`src/rtl/alarm_unit.sv`:
```
// alarm_unit: programmable alarm with snooze and ring timeout, fed by the time-of-day counter.
module alarm_unit #(
    parameter int RING_SEC   = 60,
    parameter int SNOOZE_MIN = 5
) (
    input  logic       clk_i,
    input  logic       rst_i,
    input  logic [4:0] hour_i,
    input  logic [5:0] min_i,
    input  logic [5:0] sec_i,
    input  logic [9:0] msec_i,
    input  logic       arm_i,
    input  logic       set_i,
    input  logic [4:0] alarm_hour_i,
    input  logic [5:0] alarm_min_i,
    input  logic       stop_i,
    input  logic       snooze_i,
    output logic       ring_o,
    output logic [1:0] state_o,
    output logic [4:0] target_hour_o,
    output logic [5:0] target_min_o
);
    localparam logic [1:0] IDLE    = 2'd0;
    localparam logic [1:0] RINGING = 2'd1;
    localparam logic [1:0] SNOOZE  = 2'd2;
    logic [1:0] state, nxt_state;
    logic [4:0] base_h, tgt_h, nxt_base_h, nxt_tgt_h, snz_h;
    logic [5:0] base_m, tgt_m, nxt_base_m, nxt_tgt_m, snz_m, sec_q;
    logic [7:0] ring_cnt, nxt_cnt;
    logic [6:0] snz_sum;
    logic       match, match_q, trigger, tick, load_ok, timeout, wrap;
    assign match   = hour_i == tgt_h && min_i == tgt_m && sec_i == 6'd0 && msec_i == 10'd0;
    assign trigger = match && !match_q && arm_i;
    assign tick    = sec_i != sec_q;
    assign load_ok = set_i && alarm_hour_i <= 5'd23 && alarm_min_i <= 6'd59;
    assign timeout = tick && ring_cnt == 8'(RING_SEC - 1);
    // snooze add: 7-bit minute sum, one conditional subtract, hour wraps at 24
    assign snz_sum = {1'b0, tgt_m} + 7'(SNOOZE_MIN);
    assign wrap    = snz_sum >= 7'd60;
    assign snz_m   = 6'(wrap ? snz_sum - 7'd60 : snz_sum);
    assign snz_h   = !wrap ? tgt_h : (tgt_h == 5'd23 ? 5'd0 : tgt_h + 5'd1);
    always_comb begin
        nxt_state  = state;
        nxt_base_h = base_h;
        nxt_base_m = base_m;
        nxt_tgt_h  = tgt_h;
        nxt_tgt_m  = tgt_m;
        nxt_cnt    = ring_cnt;
        if (!arm_i) begin
            nxt_state = IDLE;
            nxt_tgt_h = base_h;
            nxt_tgt_m = base_m;
        end else if (load_ok) begin
            nxt_state  = IDLE;
            nxt_base_h = alarm_hour_i;
            nxt_base_m = alarm_min_i;
            nxt_tgt_h  = alarm_hour_i;
            nxt_tgt_m  = alarm_min_i;
        end else if (stop_i && state != IDLE) begin
            nxt_state = IDLE;
            nxt_tgt_h = base_h;
            nxt_tgt_m = base_m;
        end else if (snooze_i && state == RINGING) begin
            nxt_state = SNOOZE;
            nxt_tgt_h = snz_h;
            nxt_tgt_m = snz_m;
        end else if (state == RINGING && timeout) begin
            nxt_state = IDLE;
            nxt_tgt_h = base_h;
            nxt_tgt_m = base_m;
        end else if (state == RINGING && tick) begin
            nxt_cnt = ring_cnt + 8'd1;
        end else if (state != RINGING && trigger) begin
            nxt_state = RINGING;
            nxt_cnt   = 8'd0;
        end
    end
    // match_q resets high so leaving reset at 00:00:00.000 is not seen as a new match
    always_ff @(posedge clk_i or negedge rst_i) begin
        if (!rst_i) begin
            state    <= IDLE;
            ring_o   <= 1'b0;
            base_h   <= 5'd0;
            base_m   <= 6'd0;
            tgt_h    <= 5'd0;
            tgt_m    <= 6'd0;
            ring_cnt <= 8'd0;
            sec_q    <= 6'd0;
            match_q  <= 1'b1;
        end else begin
            state    <= nxt_state;
            ring_o   <= nxt_state == RINGING;
            base_h   <= nxt_base_h;
            base_m   <= nxt_base_m;
            tgt_h    <= nxt_tgt_h;
            tgt_m    <= nxt_tgt_m;
            ring_cnt <= nxt_cnt;
            sec_q    <= sec_i;
            match_q  <= match;
        end
    end
    assign state_o       = state;
    assign target_hour_o = tgt_h;
    assign target_min_o  = tgt_m;
endmodule

```
`config.mk`:
```
export PLATFORM = sky130hd
export DESIGN_NAME = alarm_unit
export DESIGN_NICKNAME = d
export VERILOG_FILES = /design/src/rtl/alarm_unit.sv
export SDC_FILE = /design/constraint.sdc
export NUM_CORES = 1
export LEC_CHECK = 0
export ABC_AREA = 1
export CAP_MARGIN = 20
export CORE_MARGIN = 4
export CORE_UTILIZATION = 46
export CTS_CLUSTER_SIZE = 10
export DETAILED_ROUTE_END_ITERATION = 10
export PLACE_DENSITY = 0.85
export REMOVE_ABC_BUFFERS = 1
export SYNTH_ARGS = -nofsm -noshare
export SYNTH_HDL_FRONTEND = slang
export SYNTH_SLANG_ARGS = --single-unit
```
`constraint.sdc`:
```
create_clock -name clk_i -period 1.7 [get_ports clk_i]
set_input_delay 0.34 -clock clk_i [delete_from_list [all_inputs] [get_ports clk_i]]
set_output_delay 0.34 -clock clk_i [all_outputs]
set_load 0.005 [all_outputs]
```
# Word-level counts from Yosys, hierarchy flattened
# Cells that the tools add are included.
# Widths: inputs -> output; s select.
[totals]
reg_bits = 40
input_bits = 44
elab_cells = 73
[op_classes]
addsub = 4
magnitude_cmp = 3
n_eq_ne = 10
mux = 22
bitwise_logic = 4
reduce_logical = 21
[ops]
columns = ["cell", "count"]
rows = [
  ["$mux 6", 6],
  ["$mux 5", 7],
  ["$mux 8", 2],
  ["$mux 2", 7],
  ["$logic_and 1x1->1", 13],
  ["$logic_not 10->1", 1],
  ["$add 8x1->8 const B", 1],
  ["$eq 8x6->1 const B", 1],
  ["$add 6x3->7 const B", 1],
  ["$ge 7x6->1 const B", 1],
  ["$eq 6x6->1", 1],
  ["$le 6x6->1 const B", 1],
  ["$logic_not 6->1", 1],
  ["$ne 6x6->1", 1],
  ["$reduce_and 6->1", 1],
  ["$sub 6x6->6 const B", 1],
  ["$add 5x1->5 const B", 1],
  ["$eq 5x5->1", 1],
  ["$eq 5x5->1 const B", 1],
  ["$le 5x5->1 const B", 1],
  ["$ne 5x1->1 const B", 1],
  ["$ne 5x5->1 const B", 1],
  ["$eq 2x1->1 const B", 2],
  ["$not 1->1", 4],
  ["4 further kinds", 6],
]

# Logic depth before layout (Yosys ltp)
# Gate-level depths: netlist of the first run.
[logic_depth]
ltp_word = 15
ltp_mapped = 14

# Worst setup path after synthesis of the first run
# Ideal clock, no wire load.
[synth_timing]
kind = "register to register"
startpoint = "reg tgt_m[0], in the netlist target_min_o[0]"
endpoint = "reg tgt_h[4], in the netlist target_hour_o[4]"
setup_ns = 0.076
arrival_ns = 1.699
slack_ns = -0.075
stages_incl_launch_ff = 14
path_buffers = 0
synth_period_minus_slack_ns = 1.775
path_cell_list = "dfrtp_1 -> ha_1 -> inv_1 -> nand2_2 -> nand2_1 -> ha_1 -> nand2_1 -> a21oi_1 -> nand2_1 -> nand3_1 -> nand2_2 -> inv_2 -> nand2_1 -> o21ai_1"
[synth_between]
elab_chain_cells = 4
[synth_rtl]
columns = ["element", "line", "source"]
rows = [
  ["from (decl)", "28", "logic [5:0] base_m, tgt_m, nxt_base_m, nxt_tgt_m, snz_m, sec_q;"],
  ["from (signal assigned)", "96", "tgt_m <= nxt_tgt_m;"],
  ["$add 6x3->7", "38", "assign snz_sum = {1'b0, tgt_m} + 7'(SNOOZE_MIN);"],
  ["$ge 7x6->1", "39", "assign wrap = snz_sum >= 7'd60;"],
  ["$ne 5x5->1 (no line)", "-", ""],
  ["$reduce_and 2->1 (no line)", "-", ""],
  ["to (signal assigned)", "95", "tgt_h <= nxt_tgt_h;"],
  ["to (decl)", "27", "logic [4:0] base_h, tgt_h, nxt_base_h, nxt_tgt_h, snz_h;"],
]
# No other way between the ends.
# A chain may end at the register's enable or synchronous reset.

# Worst setup path after layout of the first run
[layout_timing]
startpoint = "reg tgt_m[0], in the netlist target_min_o[0]"
endpoint = "reg tgt_m[3], in the netlist target_min_o[3]"
[layout_between]
elab_chain_cells = 7
word_cells_on_any_way = 8
classes_between = "add/sub: 2; order compare: 1; mux: 5"
[layout_rtl]
columns = ["element", "line", "source"]
rows = [
  ["$add 6x3->7 *", "38", ""],
  ["$sub 6x6->6 or $ge 7x6->1 (tied branches)", "40, 39", ""],
  ["$mux 6 *", "40", "assign snz_m = 6'(wrap ? snz_sum - 7'd60 : snz_sum);"],
  ["$mux 6 *", "63", "end else if (snooze_i && state == RINGING) begin"],
  ["$mux 6 *", "59", "end else if (stop_i && state != IDLE) begin"],
  ["$mux 6 *", "53", "end else if (load_ok) begin"],
  ["$mux 6 *", "49", "if (!arm_i) begin"],
]
# Mark *: on every way between the ends. The rest lies on a longest branch, timed or not.

==> results of run 1 <==
[registers in the layout (all words and copies together) (netlist names)]
signal and flops:
base_m 6, ring_cnt 8, state_o 2, base_h 5, target_min_o 6, sec_q 6, match_q 1, target_hour_o 5
ring_o 1
[through the flow]
stage	util, %	worst slack [ns]	cells
2_1_floorplan	-	-0.07559	327
3_3_place_gp	67.92	-0.3564	503
3_5_place_dp	67.92	-0.4327	503
4_1_cts	73.36	-0.04769	517
5_1_grt	78.05	-0.2799	526
6_report	78.05	-0.2353	526
[cells in the final DEF, fill, tap and decap left out, types with 3 or more instances in the layout]
| cell type | count |
|---|---|
| a21oi_1 | 5 |
| a21oi_2 | 3 |
| buf_12 | 3 |
| buf_4 | 52 |
| buf_6 | 7 |
| clkbuf_8 | 5 |
| clkdlybuf4s50_1 | 49 |
| dfrtp_1 | 35 |
| dfrtp_2 | 4 |
| dlymetal6s2s_1 | 7 |
| inv_1 | 22 |
| inv_2 | 10 |
| nand2_1 | 69 |
| nand2_2 | 19 |
| nand2_4 | 11 |
| nand3_1 | 26 |
| nand3_2 | 6 |
| nand4_1 | 6 |
| nor2_1 | 25 |
| nor2_2 | 5 |
| nor2_4 | 4 |
| o21ai_0 | 18 |
| o21ai_1 | 4 |
| o21ai_2 | 6 |
| or2_2 | 4 |
| xnor2_1 | 11 |
| xnor2_2 | 3 |
| xor2_1 | 7 |
[cell families after synthesis]
| logic type | count (synthesis) |
|---|---|
| simple gates | 186 |
| compound gates | 42 |
| flops | 40 |
| buf+inv | 38 |
| xor+xnor | 21 |
| fa+ha+maj | 4 |
[where the power goes]
part	switching [µW]	internal [µW]
registers	91.2	1050
clock network	360	279
logic	638	649
total	1090	1980
[final timing paths]
check                                start              end  cells past startpoint
max                        target_min_o[0]  target_min_o[3]                     14
min                               sec_i[0]         sec_q[0]                      1
min reg2reg                      base_h[2]        base_h[2]                      2
max reg2reg                target_min_o[0]  target_min_o[3]                     14
min in group asynchronous            rst_i         sec_q[0]                      2
max in group asynchronous            rst_i          match_q                      3
[metal layers]
metal	vias up	part of all wire [%]
li1	1330	-
met1	1344	36
met2	173	51
met3	51	7.5
met4	0	5.4
met5	-	0
[critical path, stage by stage, from the launching register on]
cell	delay (ns)
dfrtp_2	0.46
nand2_2	0.11
nand2_2	0.07
nand2_2	0.10
nand2_2	0.06
inv_2	0.09
ha_4	0.16
nand2_4	0.06
a21oi_4	0.18
nand2_4	0.12
nand2_4	0.11
nand2_2	0.08
nand3_2	0.07
nand2_2	0.06
a21oi_2	0.14
[layout make-up]
| type | instances | area [µm²] |
|---|---|---|
| clock buffers | 5 | 68.82 |
| clock inverters | 2 | 12.51 |
| fillers | 322 | 1150 |
| inverters | 34 | 142.6 |
| multi-input cells | 254 | 1638 |
| flip-flops and latches | 40 | 1007 |
| well taps | 70 | 87.58 |
| repair buffers | 120 | 1122 |
| repair inverters | 1 | 8.758 |
[what timing repair did]
item	in CTS	in global routing
gates cloned	1	1
endpoints found under the setup margin	21	28
hold buffers	1	0
gates resized for setup	40	46
pin swaps	18	27
endpoints found under the hold margin	3	0
buffers inserted	6	8
==> reports/qor.txt, run 1 <==
#FFs+latches synth - 40
Worst-path clk slew - 0.08 ns
Hold_ws - 0.2129 ns
Area of the mapped netlist - 2546 µm²
Cell area after placement - 3557 µm²
Final wirelength - 8.923 mm
Layout Nets - 504
WS Path Type - reg -> reg
Sequential share of the synthesized area - 39.36%
RePlAce Congestion - 0.8977
Top cells by area, synth - dfrtp_1, nand2_1, nand3_1
CP Data Required Time - 1.93 ns
GRT busiest layer - met2
Xor-xnor portion of the synthesized cell area - 7.224%
Layout cells sized above 1 - 35.31%
Initial antenna violation count - 0
Layout area overhead - 60.54%
Worst vdd ir - 0.5294 mV
Met2 global-route usage - 42.47%
Dpl hpwl - 5.350 mm
TritonRoute pass-1 iters - 5
Vias - 2898
Initial drt markers - 218
Largest net degree at the start of global routing - 38
Maxcap violations - 0
Hold Vio Cnt, Final - 0
Initial Utilization - 48.61%
Die outline height - 82.40 µm
Max Clk Rate - 516.7 MHz
Row Count - 26
Clock Latency Late Sink - 0.30 ns
Global Route met1 Usage - 26.90%
Gr ovfl total - 0
Htree depth - 2
N_diodes - 0
Run status - finished, violations left
Setup TNS - -1.936 ns
Wire per inst - 16.96 µm
Top FF cell, synth - dfrtp_1
Final setup fails - 18
Worst setup SP type - register
Worst-Margin Slew - 0.3976 ns
Leak - 0.001944 µW
Io pins - 58
Arr. time, crit path - 2.16 ns
Synth Area per Inst - 7.692 µm²
Slew headroom - 73.42%
CTS tree - yes
Die Area - 6790 µm²
Compound-gate portion of the synthesized area - 9.779%
Period utilization - 113.8%
Area leader, netlist - dfrtp_1
Post-synthesis cell type count - 35
DRC - 0
CP max FO - 5
Commonest cells post-synth - nand2_1, dfrtp_1, nand3_1
Met3 Resource Use GR - 5.423%
Synth Area in Adders - 1.966%
CTS sink count - 40
Final setup margin - -0.2353 ns
First-pass GRT wire length - 12.25 mm
Fraction of registers with async set/reset - 100.0%
Syn Inst Count - 331
Post-synth EDFFs - 0
Ys Warns - 0
Vias in the first global route - 2707
Clock tree buffer depth - 2
Multiplexer share of the synthesized area - 0%
Root Driver - clkbuf_8
Die width - 82.40 µm
Main combinational cell family by area after synthesis - simple AND/OR/NAND/NOR gates
Synth Area in Simple Gates - 35.18%
R2R setup slack - -0.24 ns
Crit end category - register
CTS Buf Count - 5
Finished Cell Area - 4088 µm²
Failing checks - negative setup slack
Slew Limit Fails - 0
Port buffer count - 57
Min-Delay Path Class - in -> reg
Cell with the most instances after synthesis - nand2_1
Clock Skews - 0.01321 ns
Final min period - 1.935 ns
Synth top area share - 38.33%
Total track usage - 23.89%
DR vias/cell - 5.510
RSZ-0062 raised after global routing - true
Power after layout - 3067 µW
Pwr Density - 750.2 nW/µm²
Core region area - 5238 µm²
Antenna Nets Post-Route - 0
No activity file was read; power rests on OpenSTA's default activity.
==> run 2: changes to the inputs <==
- CORE_ASPECT_RATIO: not set -> 0.7
==> run 2 against run 1 <==
Net effect:
- the run still ends with negative setup slack left
- worst hold slack worse by 0.13 ns
- routed wire length up 0.81%
- setup slack better by 0.012 ns
- critical path depth down 1
- final cell count up 0.76%
- clock-buffer cell count unchanged
- sequential power about the same
- power up 3.3%
- non-clock buffer count up 2
- first-iteration DRC count up 56%
- register-to-register slack about the same
- clock skew down 0.0060 ns
- largest cell class unchanged
==> reports/qor.txt, run 2 (same netlist as run 1, synthesis figures left out) <==
Final wirelength - 8.995 mm
Slowest CP cell - dfrtp_2
Cell area after placement - 3572 µm²
Worst setup SP type - register
Initial antenna violation count - 0
Layout cells sized above 1 - 35.37%
Port buffer count - 57
Crit-path cells - ha_4, inv_4, nand2_4, nand2_4, ha_4, nand2_2, a21oi_2, nand2_2, nand3_2, nand2_4, inv_6, nand2_2, nand2_1
Dpl hpwl - 5.753 mm
Die outline height - 70.25 µm
RePlAce Congestion - 0.8948
Htree depth - 2
Wire per inst - 16.97 µm
RSZ-0062 raised after global routing - true
Worst vdd ir - 0.4241 mV
Most frequent cells in the layout - nand2_1, buf_4, clkdlybuf4s50_1
Pre-CTS setup slack - -0.3465 ns
Failing checks - negative setup slack
Root Driver - clkbuf_8
Finished Cell Area - 4006 µm²
N_diodes - 0
Clock Skews - 0.007208 ns
Period utilization - 113.1%
Final setup fails - 21
Die Area - 6809 µm²
Slew headroom - 65.42%
Arr. time, crit path - 2.17 ns
Final min period - 1.923 ns
Reg area - 1007 µm²
Min-Delay Path Class - in -> async
Largest net degree at the start of global routing - 41
TritonRoute pass-1 iters - 5
Layout Nets - 505
CP Data Required Time - 1.95 ns
Antenna Nets Post-Route - 0
Biggest register - ring_cnt
CTS Buf Count - 5
Hold Vio Cnt, Final - 0
Run status - finished, violations left
Vias in the first global route - 2804
Worst-path clk slew - 0.09 ns
Row Count - 22
Max Clk Rate - 519.9 MHz
Die width - 96.93 µm
CTS sink count - 40
Clock Latency Late Sink - 0.31 ns
Largest stage delay on the critical path - 0.46 ns
Clock tree buffer depth - 2
Crit end category - register
Fin util - 75.41%
Final setup margin - -0.2233 ns
First-pass GRT wire length - 13.22 mm
Leak - 0.001873 µW
Initial drt markers - 339
CTS tree - yes
Fill count - 334
CP max FO - 6
Area of the multi-input gates - 1589 µm²
Core region area - 5313 µm²
Vias - 2934
Layout area overhead - 57.35%
Io pins - 58
Worst-Margin Slew - 0.5186 ns
Total track usage - 23.76%
DRC - 0
Initial Utilization - 47.93%
Slew Limit Fails - 0
Most common cell after layout, fill and taps aside - nand2_1
Hold-fix buffers, CTS - 0
Power after layout - 3168 µW
Gr ovfl total - 0
WS Path Type - reg -> reg
Pwr Density - 790.7 nW/µm²
Maxcap violations - 0
DR vias/cell - 5.536
Max reg flops - 8
==> run 2: worst paths after layout <==
kind,startpoint,end,slack (ns),cells after the start
max in group asynchronous,rst_i,target_min_o[0],1.23,2
hold / removal,rst_i,base_h[3],0.08,2
setup / recovery,target_min_o[1],target_hour_o[3],-0.22,13
min in group clk_i,base_m[1],base_m[1],0.47,2
hold reg to reg,base_m[1],base_m[1],0.47,2
setup reg to reg,target_min_o[1],target_hour_o[3],-0.22,13
==> run 2: repair_timing <==
item / in CTS / in global routing
buffers inserted: 3 / 8
cloned: 1 / 0
pin swaps: 4 / 17
gates resized for setup: 27 / 43
setup endpoints to repair: 19 / 26
==> run 2: layout make-up <==
| type | instances | share of cell area (%) |
|---|---|---|
| well taps | 72 | 2.249 |
| flip-flops and latches | 40 | 25.14 |
| clock buffers | 5 | 1.718 |
| multi-input cells | 254 | 39.66 |
| inverters | 34 | 3.435 |
| repair buffers | 122 | 26.73 |
| clock inverters | 3 | 1.062 |
==> run 2: report_power, final <==
group	leakage [µW]	internal [µW]	switching [µW]	total, µW
logic	0.00132	607	592	1200
registers	0.000500	1050	111	1160
clock network	0.0000541	435	373	807
total	0.00187	2090	1080	3170
==> run 2: worst max-delay path, delay by kind of cell, from the launching register on <==
family | cells | cell delay [ns]
DFF | 1 | 0.46
buffers and inverters | 2 | 0.15
AOI/OAI and AO/OA | 1 | 0.18
adders and majority gates | 2 | 0.35
and+or+nand+nor | 8 | 0.73
==> run 2: layer usage <==
metal	part of all wire, %	vias up	track usage (%)
li1	-	1330	-
met1	39	1361	29.86
met2	47	190	39.37
met3	9.3	53	5.888
met4	4.7	0	9.346
met5	0	-	0
==> run 2: per-stage QoR <==
| stage | setup TNS, ns | std cells | hold WS, ns |
|---|---|---|---|
| 3_3_place_gp | -5.545 | 510 | 0.4262 |
| 3_5_place_dp | -6.682 | 510 | 0.4310 |
| 6_report | -3.305 | 530 | 0.07826 |
| 5_1_grt | -4.653 | 530 | 0.1343 |
| 2_1_floorplan | -0.4856 | 327 | 0.04441 |
| 4_1_cts | -0.9186 | 522 | 0.1060 |
